### src/rtl/conv_3_5_div_div_cud.sv
// Signed restoring divider: 24-bit dividend by 8-bit divisor, saturating 16-bit quotient.
// One magnitude step per enabled cycle; result registered on the last BUSY cycle and held.
module conv_3_5_div_div_cud #(
    parameter int ID         = 32'd1,
    parameter int din0_WIDTH = 32'd24,
    parameter int din1_WIDTH = 32'd8,
    parameter int dout_WIDTH = 32'd16
) (
    input  logic                  ap_clk,
    input  logic                  ap_rst,
    input  logic                  ce,
    input  logic                  start,
    input  logic [din0_WIDTH-1:0] din0,
    input  logic [din1_WIDTH-1:0] din1,
    output logic [dout_WIDTH-1:0] dout,
    output logic [din1_WIDTH-1:0] rem,
    output logic                  done,
    output logic                  idle,
    output logic                  ovf,
    output logic                  div0
);
    localparam int AW = din0_WIDTH;
    localparam int BW = din1_WIDTH;
    localparam int QW = din0_WIDTH + 2;
    localparam int CW = $clog2(din0_WIDTH + 1);

    localparam logic signed [QW-1:0] QMAX = $signed({{(QW-dout_WIDTH+1){1'b0}}, {(dout_WIDTH-1){1'b1}}});
    localparam logic signed [QW-1:0] QMIN = $signed({{(QW-dout_WIDTH+1){1'b1}}, {(dout_WIDTH-1){1'b0}}});
    localparam logic [dout_WIDTH-1:0] DMAX = {1'b0, {(dout_WIDTH-1){1'b1}}};
    localparam logic [dout_WIDTH-1:0] DMIN = {1'b1, {(dout_WIDTH-1){1'b0}}};

    typedef enum logic [1:0] {S_IDLE, S_BUSY, S_DONE} state_t;

    state_t state, state_nxt;
    logic [CW-1:0] cnt;
    logic [AW-1:0] qmag;
    logic [BW-1:0] rmag;
    logic [BW-1:0] bmag;
    logic          sa;
    logic          sb;
    logic [BW:0]   trial;
    logic          fit;
    logic          step_last;

    logic signed [QW-1:0] qsgn;
    logic [dout_WIDTH-1:0] res_q;
    logic [BW-1:0]         res_r;
    logic                  res_ovf;
    logic                  res_dz;

    logic unused_id;
    assign unused_id = ^ID;

    // cnt runs 0..AW-1 for the steps; the cycle with cnt == AW registers the result
    assign step_last = (cnt == CW'(AW));
    assign trial     = {rmag, qmag[AW-1]};
    assign fit       = (trial >= {1'b0, bmag});

    assign done = (state == S_DONE);
    assign idle = (state == S_IDLE);

    always_ff @(posedge ap_clk or posedge ap_rst) begin
        if (ap_rst) begin
            state <= S_IDLE;
        end else if (ce) begin
            state <= state_nxt;
        end
    end

    always_comb begin
        state_nxt = state;
        case (state)
            S_IDLE:  if (start) state_nxt = S_BUSY;
            S_BUSY:  if (step_last) state_nxt = S_DONE;
            S_DONE:  state_nxt = S_IDLE;
            default: state_nxt = S_IDLE;
        endcase
    end

    always_comb begin
        qsgn    = $signed({2'b00, qmag});
        res_q   = qsgn[dout_WIDTH-1:0];
        res_r   = sa ? (-rmag) : rmag;
        res_ovf = 1'b0;
        res_dz  = 1'b0;
        if (sa ^ sb) begin
            qsgn  = -qsgn;
            res_q = qsgn[dout_WIDTH-1:0];
        end
        if (bmag == '0) begin
            res_q  = sa ? DMIN : DMAX;
            res_r  = '0;
            res_dz = 1'b1;
        end else if (qsgn > QMAX) begin
            res_q   = DMAX;
            res_ovf = 1'b1;
        end else if (qsgn < QMIN) begin
            res_q   = DMIN;
            res_ovf = 1'b1;
        end
    end

    always_ff @(posedge ap_clk or posedge ap_rst) begin
        if (ap_rst) begin
            cnt  <= '0;
            qmag <= '0;
            rmag <= '0;
            bmag <= '0;
            sa   <= 1'b0;
            sb   <= 1'b0;
            dout <= '0;
            rem  <= '0;
            ovf  <= 1'b0;
            div0 <= 1'b0;
        end else if (ce) begin
            case (state)
                S_IDLE: begin
                    if (start) begin
                        sa   <= din0[AW-1];
                        sb   <= din1[BW-1];
                        qmag <= din0[AW-1] ? (-din0) : din0;
                        bmag <= din1[BW-1] ? (-din1) : din1;
                        rmag <= '0;
                        cnt  <= '0;
                    end
                end
                S_BUSY: begin
                    if (step_last) begin
                        dout <= res_q;
                        rem  <= res_r;
                        ovf  <= res_ovf;
                        div0 <= res_dz;
                    end else begin
                        cnt  <= cnt + 1'b1;
                        qmag <= {qmag[AW-2:0], fit};
                        // partial remainder stays below bmag, so BW bits suffice after subtraction
                        rmag <= fit ? (trial[BW-1:0] - bmag) : trial[BW-1:0];
                    end
                end
                default: ;
            endcase
        end
    end

endmodule

### config.mk
export PLATFORM = sky130hd
export DESIGN_NAME = conv_3_5_div_div_cud
export DESIGN_NICKNAME = d
export VERILOG_FILES = /design/src/rtl/conv_3_5_div_div_cud.sv
export SDC_FILE = /design/constraint.sdc
export NUM_CORES = 1
export LEC_CHECK = 0
export CORE_MARGIN = 4
export CORE_UTILIZATION = 60
export DETAILED_ROUTE_END_ITERATION = 7
export DONT_BUFFER_PORTS = 1
export PLACE_DENSITY_LB_ADDON = 0.2
export SKIP_LAST_GASP = 1
export SLEW_MARGIN = 20
export SYNTH_ARGS = -nofsm -noshare
export SYNTH_HDL_FRONTEND = slang
export SYNTH_SLANG_ARGS = --single-unit
### constraint.sdc
create_clock -name ap_clk -period 4.25 [get_ports ap_clk]
set_clock_uncertainty 0.2 [all_clocks]
set_input_delay 0.85 -clock ap_clk [delete_from_list [all_inputs] [get_ports ap_clk]]
set_output_delay 0.85 -clock ap_clk [all_outputs]
set_load 0.01 [all_outputs]
---- Yosys cells after proc, flatten, opt, wreduce, memory -nomap -nowiden ----
Cells that the tools add are included.
word-level totals
  flip-flop bits (word level) ............. 75
  input port bits ......................... 36
  output and inout port bits .............. 28
operators by class
  bitwise logic cells ..................... 1
  add/subtract/negate cells ............... 6
  magnitude comparators ................... 3
  reductions and logical operators ........ 7
  multiplexer cells ....................... 27
  equal/unequal tests ..................... 6
operator list
  kind                                                                               number
  16-bit 2-to-1 mux                                                                  5
  24-bit 2-to-1 mux                                                                  3
  8-bit 2-to-1 mux                                                                   6
  24-bit one-hot mux with 2 select lines                                             1
  26-bit by 16-bit greater-than comparator with 1-bit output, second input constant  1
  26-bit by 16-bit < comparator with 1-bit output, second input constant             1
  26-bit 2-to-1 mux                                                                  1
  24-bit negator with 26-bit output                                                  1
  24-bit negator                                                                     1
  8-bit negator                                                                      2
  8-bit one-hot mux with 2 select lines                                              1
  5-bit 2-to-1 mux                                                                   2
  5-bit one-hot mux with 2 select lines                                              1
  9-bit by 8-bit greater-or-equal comparator with 1-bit output                       1
  3-bit AND reduction                                                                3
  8-bit zero test                                                                    1
  8-bit subtractor                                                                   1
  2-bit inequality test, second input constant                                       3
  5-bit by 1-bit adder with 5-bit output, second input constant                      1
  5-bit == test, second input constant                                               1
  1-bit 2-to-1 mux                                                                   4
  2-bit 2-to-1 mux                                                                   2
  2-bit one-hot mux with 2 select lines                                              1
  4-bit AND reduction                                                                1
  5 further kinds                                                                    5

---- Depth between registers and ports, before layout ----
Gate-level depths: netlist of the first run.
  word-level depth ........................ 6
  gate-level depth with buffers ........... 10
  gate-level depth less buffers ........... 10

---- Worst setup path after synthesis of the first run ----
OpenSTA, ideal clock, no wires.
  path type ............................... reg2reg
  start ................................... reg qmag[0]
  end ..................................... reg dout[13]
  path buffers ............................ 1
  cell stages (with the launch flop) ...... 11
  arrival ................................. 2.656 ns
  setup time .............................. 0.124 ns
  clock period less this slack ............ 2.980 ns
  required time ........................... 3.926 ns
  slack ................................... 1.270 ns
  path through ............................ dfrtp_1 inv_1 ha_1 nor4b_1 nand2b_1 or4_1 o221ai_2 nand4_2 a31o_4 buf_6 a211o_1
between the ends
  word-level cells in the longest chain between the ends .. 6
ends and longest elaborated chain
  item                                             RTL line  text
  start, declared                                  36        logic [AW-1:0] qmag;
  start signal, assigned                           121       qmag <= din0[AW-1] ? (-din0) : din0;
  start signal, assigned                           135       qmag <= {qmag[AW-2:0], fit};
  24-bit negator with 26-bit output                87        qsgn = -qsgn;
  26-bit 2-to-1 mux                                86        if (sa ^ sb) begin
  26-bit by 16-bit < comparator with 1-bit output  97        end else if (qsgn < QMIN) begin
  16-bit 2-to-1 mux                                97
  16-bit 2-to-1 mux *                              94        end else if (qsgn > QMAX) begin
  16-bit 2-to-1 mux *                              90        if (bmag == '0) begin
  end signal, assigned                             129       dout <= res_q;
  end, declared                                    15        output logic [dout_WIDTH-1:0] dout,
Mark *: on every way between the ends. The rest lies on a longest branch, timed or not.
A chain may end at the register's enable or synchronous reset.

---- Final worst setup path of the first run ----
  start ................................... reg qmag[0]
  end ..................................... reg dout[1]
The elaborated chain is that of the path after synthesis.

==> results of run 1 <==
where the power goes:
group	switching (mW)	total, mW	internal, mW
clock	0.273	0.601	0.328
combinational	1.13	2.05	0.917
sequential	0.457	1.45	0.993
total	1.86	4.10	2.24
final timing paths:
path                              start  endpoint  slack, ps  depth (start not counted)
worst max-delay path            qmag[0]   dout[1]        550                          9
worst min-delay path            bmag[6]   bmag[6]        320                          2
worst max register to register  qmag[0]   dout[1]        550                          9
worst min register to register  bmag[6]   bmag[6]        320                          2
max in group asynchronous        ap_rst  qmag[18]       2690                          2
min in group asynchronous        ap_rst    rem[1]        330                          1
layout make-up:
class | count | area, µm² | area share [%]
Multi-Input combinational cell | 421 | 2850 | 54.6
Clock buffer | 9 | 124 | 2.37
Timing Repair Buffer | 5 | 37.5 | 0.718
Clock inverter | 7 | 92.6 | 1.77
Sequential cell | 75 | 1880 | 35.9
Tap cell | 105 | 131 | 2.51
Inverter | 29 | 110 | 2.11
sequential cells by signal (all words and copies together), names as in the netlist:
name / cells
rem: 8
state: 2
bmag: 8
dout: 16
sa: 1
ovf: 1
cnt: 5
div0: 1
qmag: 24
sb: 1
rmag: 8
worst register-to-register path, cell delays in order, from the launching register on:
cell and delay, ps:
sky130_fd_sc_hd__dfrtp_1 440, sky130_fd_sc_hd__inv_1 110, sky130_fd_sc_hd__ha_1 230, sky130_fd_sc_hd__nor4b_1 620, sky130_fd_sc_hd__nand4_1 270, sky130_fd_sc_hd__o41ai_1 380
sky130_fd_sc_hd__a22o_1 190, sky130_fd_sc_hd__nand4_1 130, sky130_fd_sc_hd__a21oi_1 790, sky130_fd_sc_hd__a221o_1 280
layout by cell type (no fill, tap or decap), types with 4 or more instances in the layout:
master	count
sky130_fd_sc_hd__nand2b_1	9
sky130_fd_sc_hd__o41ai_1	6
sky130_fd_sc_hd__a21oi_1	13
sky130_fd_sc_hd__clkbuf_8	9
sky130_fd_sc_hd__nand3_1	9
sky130_fd_sc_hd__or3_1	4
sky130_fd_sc_hd__a22oi_1	18
sky130_fd_sc_hd__nor4_1	6
sky130_fd_sc_hd__inv_1	28
sky130_fd_sc_hd__o21ai_0	65
sky130_fd_sc_hd__nand2_1	56
sky130_fd_sc_hd__nor2b_1	5
sky130_fd_sc_hd__ha_1	14
sky130_fd_sc_hd__o21a_1	5
sky130_fd_sc_hd__dfrtp_1	75
sky130_fd_sc_hd__a211oi_1	5
sky130_fd_sc_hd__a221o_1	14
sky130_fd_sc_hd__mux2i_1	10
sky130_fd_sc_hd__or4_1	4
sky130_fd_sc_hd__xnor2_1	17
sky130_fd_sc_hd__buf_4	5
sky130_fd_sc_hd__xor2_1	36
sky130_fd_sc_hd__nand4_1	9
sky130_fd_sc_hd__nor3_1	15
sky130_fd_sc_hd__nor2_1	37
sky130_fd_sc_hd__o31ai_1	13
logic make-up after synthesis:
logic type	synth area share [%]
adders and majority gates	3.87
xor gates and xnor gates	9.38
AOI/OAI and AO/OA	23.2
muxes	2.21
DFF	37.2
and+or+nand+nor	17.7
buffers and inverters	6.40
layer usage:
layer	routed length, µm	vias up
met5	0	-
met1	5370	1946
met2	4950	151
met3	872	18
li1	-	1996
met4	192	0
per-stage QoR:
stage	hold WS, ps	util, %	setup WS [ps]
2_1_floorplan	272	-	1270
3_3_place_gp	297	61.2	727
3_5_place_dp	300	61.3	572
4_1_cts	319	63.9	542
5_1_grt	364	63.9	105
6_report	316	63.9	550
==> results.sh, run 1 <==
export IMPL_outcome="completed"
export IMPL_min_path_type="reg -> reg"
export IMPL_worstPathRequired_ps=4340
export IMPL_detailed_place_area_um2=5010
export IMPL_grt_busiest_layer="met2"
export IMPL_number_of_enable_flip_flop_cells_after_synthesis=0
export IMPL_postSynthNetCount=610
export IMPL_grt_max_degree=53
export IMPL_post_synth_top_area_cell="sky130_fd_sc_hd__dfrtp_1"
export IMPL_start_util_pct=61.6
export IMPL_die_width_um=99.7
export IMPL_post_route_minimum_period_ps=3700
export IMPL_portion_of_the_post_synthesis_area_used_by_sequential_elements_pct=37.2
export IMPL_gr_total_overflow=0
export IMPL_critPathLaunchType="flip-flop"
export IMPL_synth_cells=559
export IMPL_ys_async_sr_fraction_pct=100
export IMPL_ctsResizeCount=0
export IMPL_worst_path_most_repeated_cell="sky130_fd_sc_hd__nand4_1"
export IMPL_critical_path_n_buffers_inverters=1
export IMPL_met2_usage_pct=36.4
export IMPL_antenna_violating_nets_post_route=0
export IMPL_postSynthAreaPerCell_um2=9.02
export IMPL_ys_ff_latch=75
export IMPL_cp_cell_sequence="inv_1 -> ha_1 -> nor4b_1 -> nand4_1 -> o41ai_1 -> a22o_1 -> nand4_1 -> a21oi_1 -> a221o_1"
export IMPL_layout_area_overhead_vs_synth_pct=3.70
export IMPL_max_stage_delay_ps=790
export IMPL_clkSlewWorstSetupHoldPaths_ps=80
export IMPL_finalHoldViolCount=0
export IMPL_drt_first_iter_violations=348
export IMPL_final_max_slew_viol_count=0
export IMPL_die_h_um=99.7
export IMPL_timing_worst_setup_path_type="reg -> reg"
export IMPL_design_die_area_um2=9930
export IMPL_worst_ir_drop_vdd_mv=0.284
export IMPL_power_per_cell_area_nw_per_um2=784
export IMPL_place_congestion=0.944
export IMPL_htree_num_levels=3
export IMPL_place_detailed_instances=635
export IMPL_detail_route_wl_per_cell_um=17.5
export IMPL_post_cts_buffers=0
export IMPL_ioPinCount=64
export IMPL_insertion_delay_ps=350
export IMPL_cts_tree="yes"
export IMPL_cts_sinks=75
export IMPL_postSynth_topFlopCell="sky130_fd_sc_hd__dfrtp_1"
export IMPL_crit_fanout=13
export IMPL_slew_headroom_pct=28.0
export IMPL_postRouteWirelength_mm=11.4
export IMPL_grt_setup_unrepaired="false"
export IMPL_setup_viol_count_final=0
export IMPL_synth_cell_types=64
export IMPL_antenna_diode_count=0
export IMPL_fin_area_um2=5230
export IMPL_worst_path_max_delay_cell="sky130_fd_sc_hd__a21oi_1"
export IMPL_worstSetupEndpointType="flip-flop"
export IMPL_cts_root_to_sink_buffers=2
export IMPL_worst_endpoint_arrival_ps=3790
export IMPL_grt_antenna_before_repair=0
export IMPL_worst_slew_pin_transition_ps=1070
export IMPL_dpl_hpwl_mm=8.68
export IMPL_layout_cells_non_filler=651
export IMPL_synth_most_common_cell="sky130_fd_sc_hd__dfrtp_1"
export IMPL_yosys_top_cells_count="75 x sky130_fd_sc_hd__dfrtp_1, 65 x sky130_fd_sc_hd__o21ai_0, 56 x sky130_fd_sc_hd__nand2_1, 37 x sky130_fd_sc_hd__nor2_1, 37 x sky130_fd_sc_hd__xor2_1"
export IMPL_filler_cell_count=671
export IMPL_maximum_capacitance_violations=0
export IMPL_gr_usage_met1_pct=35.4
export IMPL_cts_buffers_inserted=9
export IMPL_finalNetCount=592
export IMPL_detail_route_first_pass_iterations=5
export IMPL_remaining_drc_errors=0
export IMPL_cp_top_family="compound AO/OA/AOI/OAI gates"
export IMPL_post_synth_instance_area_um2=5040
export IMPL_via_count=4111
export IMPL_post_layout_total_power_mw=4.10
export IMPL_fraction_of_final_layout_cells_with_drive_strength_greater_than_1_pct=6.96
export IMPL_static_leakage_power_nw=2.27
export IMPL_row_count=33
export IMPL_port_buffers=0
export IMPL_synthTopCellsByArea="sky130_fd_sc_hd__dfrtp_1 37%, sky130_fd_sc_hd__o21ai_0 6.5%, sky130_fd_sc_hd__xor2_1 6.4%"
export IMPL_yosysWarnings=0
export IMPL_setup_tns_ps=0
export IMPL_grt_met3_usage_pct=5.33
export IMPL_vias_in_the_first_global_route=4018
export IMPL_grt_pass1_wl_mm=19.6
export IMPL_core_area_um2=8180
export IMPL_detail_route_vias_per_cell=6.31
export IMPL_gr_usage_all_layers_pct=24.4
export IMPL_post_synth_top_area_share_pct=37.2
export IMPL_final_clock_period_utilization_by_the_worst_path_pct=87.1
export IMPL_cts_root_buf="sky130_fd_sc_hd__clkbuf_8"
export IMPL_max_freq_ghz=0.270
export IMPL_cts_hold_buf=0
(Power assumes the default switching activity.)
==> run 2: changes to the inputs <==
==> constraint.sdc (replaced) <==
create_clock -name ap_clk -period 4.25 [get_ports ap_clk]
set_clock_uncertainty 0.2 [all_clocks]
set_input_delay 0 -clock ap_clk [delete_from_list [all_inputs] [get_ports ap_clk]]
set_output_delay 0 -clock ap_clk [all_outputs]
set_load 0.01 [all_outputs]
==> run 2 against run 1 <==
  * The run now ends with hold timing left
  * Design area increased by 11%
  * Global-route usage increased by 2.4 points
  * Power decreased by 0.91%
  * Wire length increased by 12%
  * Sequential power about the same
  * First-iteration DRC count decreased by 0.29%
  * Final cell count increased by 9.7%
  * Non-clock buffer count increased by 64
  * Utilization increased by 7.0 points
  * Sequential cell count unchanged
  * Largest power group unchanged
  * Clock power decreased by 24%
  * Critical endpoint is now dout[8]
==> results.sh, run 2 (same netlist as run 1, synthesis figures left out) <==
export IMPL_htree_num_levels=3
export IMPL_min_path_type="in -> async"
export IMPL_timing_worst_setup_path_type="reg -> reg"
export IMPL_met2_usage_pct=41.3
export IMPL_clkSlewWorstSetupHoldPaths_ps=80
export IMPL_gr_usage_all_layers_pct=26.8
export IMPL_mostFrequentLayoutCell="sky130_fd_sc_hd__dfrtp_1"
export IMPL_dpl_hpwl_mm=8.58
export IMPL_grt_max_degree=46
export IMPL_layout_area_seq_um2=1880
export IMPL_registers_top_by_ff_count="qmag"
export IMPL_share_seq_of_total_power_pct=35.7
export IMPL_grt_met3_usage_pct=5.05
export IMPL_grt_antenna_before_repair=1
export IMPL_multi_input_gate_area_in_the_final_layout_um2=2850
export IMPL_die_h_um=99.7
export IMPL_cts_root_buf="sky130_fd_sc_hd__clkbuf_8"
export IMPL_detail_route_first_pass_iterations=6
export IMPL_worstRegToRegCells=9
export IMPL_start_util_pct=61.6
export IMPL_finalNetCount=656
export IMPL_failed_checks="hold timing"
export IMPL_filler_cell_count=605
export IMPL_critPathLaunchType="flip-flop"
export IMPL_place_detailed_instances=635
export IMPL_static_leakage_power_nw=2.50
export IMPL_grt_pass1_wl_mm=21.7
export IMPL_cts_tree="yes"
export IMPL_p_sw_share_pct=46.3
export IMPL_pre_cts_slack_ps=627
export IMPL_grt_setup_unrepaired="false"
export IMPL_layout_cells_most_common_list="75 x sky130_fd_sc_hd__dfrtp_1, 65 x sky130_fd_sc_hd__o21ai_0, 64 x sky130_fd_sc_hd__dlygate4sd3_1"
export IMPL_max_freq_ghz=0.271
export IMPL_worstPathRequired_ps=4340
export IMPL_final_max_slew_viol_count=0
export IMPL_worst_ir_drop_vdd_mv=0.291
export IMPL_post_route_minimum_period_ps=3690
export IMPL_insertion_delay_ps=350
export IMPL_internal_power_summed_over_all_cells_mw=2.18
export IMPL_timing_rr_end="dout[8]"
export IMPL_ioPinCount=64
export IMPL_ctsResizeCount=0
export IMPL_worst_endpoint_arrival_ps=3780
export IMPL_slew_headroom_pct=27.2
export IMPL_gr_total_overflow=0
export IMPL_cts_sinks=75
export IMPL_drt_first_iter_violations=347
export IMPL_worstSetupEndpointType="flip-flop"
export IMPL_setup_tns_ps=0
export IMPL_worst_setup_path_startpoint="qmag[0]"
export IMPL_postRouteWirelength_mm=12.7
export IMPL_detail_route_wl_per_cell_um=17.9
export IMPL_final_clock_period_utilization_by_the_worst_path_pct=86.8
export IMPL_maximum_capacitance_violations=0
export IMPL_via_count=4455
export IMPL_antenna_violating_nets_post_route=0
export IMPL_layout_setup_ws_ps=562
export IMPL_layout_area_overhead_vs_synth_pct=15.1
export IMPL_cts_buffers_inserted=9
export IMPL_die_width_um=99.7
export IMPL_fin_hold_ws_ps=-16.6
export IMPL_finalHoldViolCount=29
export IMPL_regToRegSetupSlack_ps=560
export IMPL_endpoint="dout[8]"
export IMPL_largest_reg_flops=24
export IMPL_outcome="complete, but fails checks"
export IMPL_row_count=33
export IMPL_top_regs="qmag: 24 flops, dout: 16 flops"
export IMPL_setup_viol_count_final=0
export IMPL_gr_usage_met1_pct=37.6
export IMPL_worst_r2r_startpoint="qmag[0]"
export IMPL_pwr_share_clk_pct=11.2
export IMPL_cts_root_to_sink_buffers=2
export IMPL_fraction_of_final_layout_cells_with_drive_strength_greater_than_1_pct=5.76
export IMPL_pwr_share_comb_pct=53.0
export IMPL_detail_route_vias_per_cell=6.24
export IMPL_place_congestion=0.958
export IMPL_crit_fanout=13
export IMPL_design_die_area_um2=9930
export IMPL_port_buffers=0
export IMPL_net_switching_power_mw=1.88
export IMPL_final_core_utilization_pct=70.9
export IMPL_vias_in_the_first_global_route=4429
export IMPL_grt_busiest_layer="met2"
export IMPL_worst_slew_pin_transition_ps=1080
export IMPL_core_area_um2=8180
export IMPL_layout_cells_non_filler=714
export IMPL_remaining_drc_errors=0
export IMPL_power_per_cell_area_nw_per_um2=700
==> run 2: cell count changes in the layout (fill, tap and decap cells not counted), sizes merged <==
cell         before  now
bufinv            2    0
diode             0    1
dlygate4sd3       0   64
clkbuf            9   10
clkinvlp          3    0
clkinv            3    4
inv              28   29
==> run 2: routing by layer <==
metal / share of wire, % / up-vias
met5: 0 / -
met1: 44 / 2118
li1: - / 2118
met2: 45 / 185
met3: 7.8 / 34
met4: 2.5 / 0
==> run 2: layout make-up <==
cell class / count / area share [%]
Clock inverter: 4 / 0.345
Clock buffer: 10 / 2.20
Tap cell: 105 / 2.27
Sequential cell: 75 / 32.4
Antenna cell: 1 / 0.0431
Timing Repair Buffer: 69 / 11.7
Multi-Input combinational cell: 421 / 49.2
Inverter: 29 / 1.88
==> run 2: what timing repair did <==
item | in CTS | in global routing
endpoints found under the setup margin | 0 | 0
setup buffers | 0 | 0
hold endpoints to repair | 86 | 0
hold buffers | 64 | 0
==> run 2: stage by stage <==
step                power [mW]  area (µm²)
floorplan                 3.10        5040
global placement          3.41        5000
detailed placement        3.48        5000
CTS                       4.03        5790
global route              4.40        5800
finish                    4.06        5800
==> run 2: worst min-delay path by stage <==
stage	depth (start not counted)	startpoint	end
after floorplan	2	din1[0]	bmag[0]
after global placement	1	ap_rst	ovf
after detailed placement	1	ap_rst	dout[13]
after CTS	2	ap_rst	dout[13]
after global routing	2	ap_rst	dout[2]
final	2	ap_rst	dout[13]
==> run 2: critical path: stages, from the launching register on <==
cell                      delay (ps)
sky130_fd_sc_hd__dfrtp_1         450
sky130_fd_sc_hd__inv_1           110
sky130_fd_sc_hd__ha_1            230
sky130_fd_sc_hd__nor4b_1         620
sky130_fd_sc_hd__nand4_1         260
sky130_fd_sc_hd__o41ai_1         370
sky130_fd_sc_hd__a22o_1          190
sky130_fd_sc_hd__nand4_1         130
sky130_fd_sc_hd__a21oi_1         790
sky130_fd_sc_hd__a221o_1         270
==> run 2: power groups by stage <==
| stage | Clock (mW) | Combinational [mW] | Sequential, mW |
|---|---|---|---|
| after CTS | 0.464 | 2.12 | 1.44 |
| after detailed placement | 0 | 2.02 | 1.45 |
| after floorplan | 0 | 1.84 | 1.27 |
| final | 0.457 | 2.15 | 1.45 |
| after global routing | 0.485 | 2.41 | 1.50 |
| after global placement | 0 | 1.98 | 1.43 |
==> run 3: changes to the inputs <==
Settings changed: CORE_UTILIZATION 60 to 63.
==> run 3 against run 2 <==
  * The flow now finishes without violations
  * Die area fell by 4.4%
  * Sequential share of layout area barely moved
  * Sequential power barely moved
  * Design area barely moved
  * Clock-buffer cell count did not move
  * Non-clock buffer count fell by 3
  * Critical path type unchanged
==> results.sh, run 3 (same netlist as run 1, synthesis figures left out) <==
export IMPL_core_area_um2=7770
export IMPL_antenna_diode_count=0
export IMPL_worstSetupEndpointType="flip-flop"
export IMPL_place_congestion=0.947
export IMPL_finalNetCount=653
export IMPL_dpl_hpwl_mm=8.72
export IMPL_registers_top_by_ff_count="qmag"
export IMPL_final_max_slew_viol_count=0
export IMPL_grt_pass1_wl_mm=21.9
export IMPL_static_leakage_power_nw=2.50
export IMPL_max_stage_delay_ps=810
export IMPL_antenna_violating_nets_post_route=0
export IMPL_detail_route_vias_per_cell=6.43
export IMPL_fin_area_um2=5800
export IMPL_outcome="completed"
export IMPL_mostFrequentLayoutCell="sky130_fd_sc_hd__dfrtp_1"
export IMPL_gr_total_overflow=0
export IMPL_row_count=32
export IMPL_pre_cts_slack_ps=665
export IMPL_cts_tree="yes"
export IMPL_setup_viol_count_final=0
export IMPL_crit_fanout=13
export IMPL_layout_setup_ws_ps=516
export IMPL_worst_endpoint_arrival_ps=3810
export IMPL_remaining_drc_errors=0
export IMPL_grt_antenna_before_repair=0
export IMPL_layout_area_overhead_vs_synth_pct=15.0
export IMPL_setup_tns_ps=0
export IMPL_gr_usage_all_layers_pct=27.9
export IMPL_worst_path_most_repeated_cell="sky130_fd_sc_hd__nand4_1"
export IMPL_post_cts_buffers=0
export IMPL_post_layout_total_power_mw=4.14
export IMPL_htree_num_levels=3
export IMPL_final_clock_period_utilization_by_the_worst_path_pct=87.9
export IMPL_finalHoldViolCount=0
export IMPL_cts_sinks=75
export IMPL_largest_reg_flops=24
export IMPL_design_die_area_um2=9490
export IMPL_cts_root_to_sink_buffers=2
export IMPL_insertion_delay_ps=350
export IMPL_fraction_of_final_layout_cells_with_drive_strength_greater_than_1_pct=6.11
export IMPL_worst_ir_drop_vdd_mv=0.344
export IMPL_clkSlewWorstSetupHoldPaths_ps=80
export IMPL_max_freq_ghz=0.268
export IMPL_detail_route_first_pass_iterations=6
export IMPL_grt_max_degree=44
export IMPL_ioPinCount=64
export IMPL_critPathLaunchType="flip-flop"
export IMPL_worstPathRequired_ps=4330
export IMPL_maximum_capacitance_violations=0
export IMPL_postRouteWirelength_mm=13.1
export IMPL_detail_route_wl_per_cell_um=18.5
export IMPL_start_util_pct=64.9
export IMPL_layout_cells_most_common_list="75 x sky130_fd_sc_hd__dfrtp_1, 65 x sky130_fd_sc_hd__o21ai_0, 60 x sky130_fd_sc_hd__dlygate4sd3_1"
export IMPL_drt_first_iter_violations=361
export IMPL_vias_in_the_first_global_route=4452
export IMPL_worst_path_max_delay_cell="sky130_fd_sc_hd__a21oi_1"
export IMPL_cp_cell_sequence="inv_1 -> ha_1 -> nor4b_1 -> nand4_1 -> o41ai_1 -> a22o_1 -> nand4_1 -> a21oi_1 -> a221o_1"
export IMPL_timing_worst_setup_path_type="reg -> reg"
export IMPL_port_buffers=0
export IMPL_grt_setup_unrepaired="false"
export IMPL_top_regs="qmag: 24 flops, dout: 16 flops"
export IMPL_power_per_cell_area_nw_per_um2=715
export IMPL_cts_buffers_inserted=9
export IMPL_via_count=4555
export IMPL_worst_slew_pin_transition_ps=1010
export IMPL_final_core_utilization_pct=74.6
export IMPL_min_path_type="in -> async"
export IMPL_cts_root_buf="sky130_fd_sc_hd__clkbuf_8"
export IMPL_die_width_um=97.4
export IMPL_die_h_um=97.4
export IMPL_detailed_place_area_um2=5000
export IMPL_slew_headroom_pct=32.2
export IMPL_post_route_minimum_period_ps=3730
-- run 3: per-layer routing --
metal / vias to the layer above / track usage [%] / wire [µm]
met5: - / 0 / 0
met4: 0 / 10.3 / 254
met3: 25 / 6.60 / 1170
met2: 230 / 43.4 / 6070
met1: 2182 / 38.1 / 5600
li1: 2118 / - / -
-- run 3: area by class of cell --
type	count	area (µm²)
clock buffer	10	128
clock inverter	5	55.1
fill	562	1970
inverter	29	109
multi-input combinational	421	2850
sequential	75	1880
tap	102	128
timing repair buffer	66	646
-- run 3: final timing paths --
check	start	endpoint	slack [ps]	cells past startpoint
setup / recovery	qmag[0]	dout[10]	520	9
hold / removal	ap_rst	qmag[6]	6	2
setup reg to reg	qmag[0]	dout[10]	520	9
hold reg to reg	bmag[4]	bmag[4]	320	2
max in group asynchronous	ap_rst	bmag[0]	2850	3
min in group ap_clk	din0[3]	qmag[4]	10	7
-- run 3: repair_timing --
item / 4_1_cts / 5_1_grt
setup endpoints to repair: 0 / 0
hold endpoints to repair: 93 / 0
gates resized for setup: 0 / 0
hold buffers: 60 / 0
-- run 3: power by group --
group / total (mW) / internal, mW / switching (mW)
combinational: 2.17 / 0.981 / 1.18
sequential: 1.45 / 0.993 / 0.459
clock: 0.528 / 0.266 / 0.262
-- run 3: worst max-delay path, delay by kind of cell, from the launching register on --
family	cells	cell delay [ps]
AO/OA/AOI/OAI	4	1690
AND/OR/NAND/NOR	3	990
adder cells (fa/ha/maj)	1	220
buffers and inverters	1	110
flip-flops	1	450
-- run 3: metrics by stage --
stage                     std cells  hold slack, ps
final                           708            6.16
after detailed placement        633            -182
after floorplan                 559           -28.4
after global placement          633            -197
after CTS                       708            3.18
after global routing            708            80.6
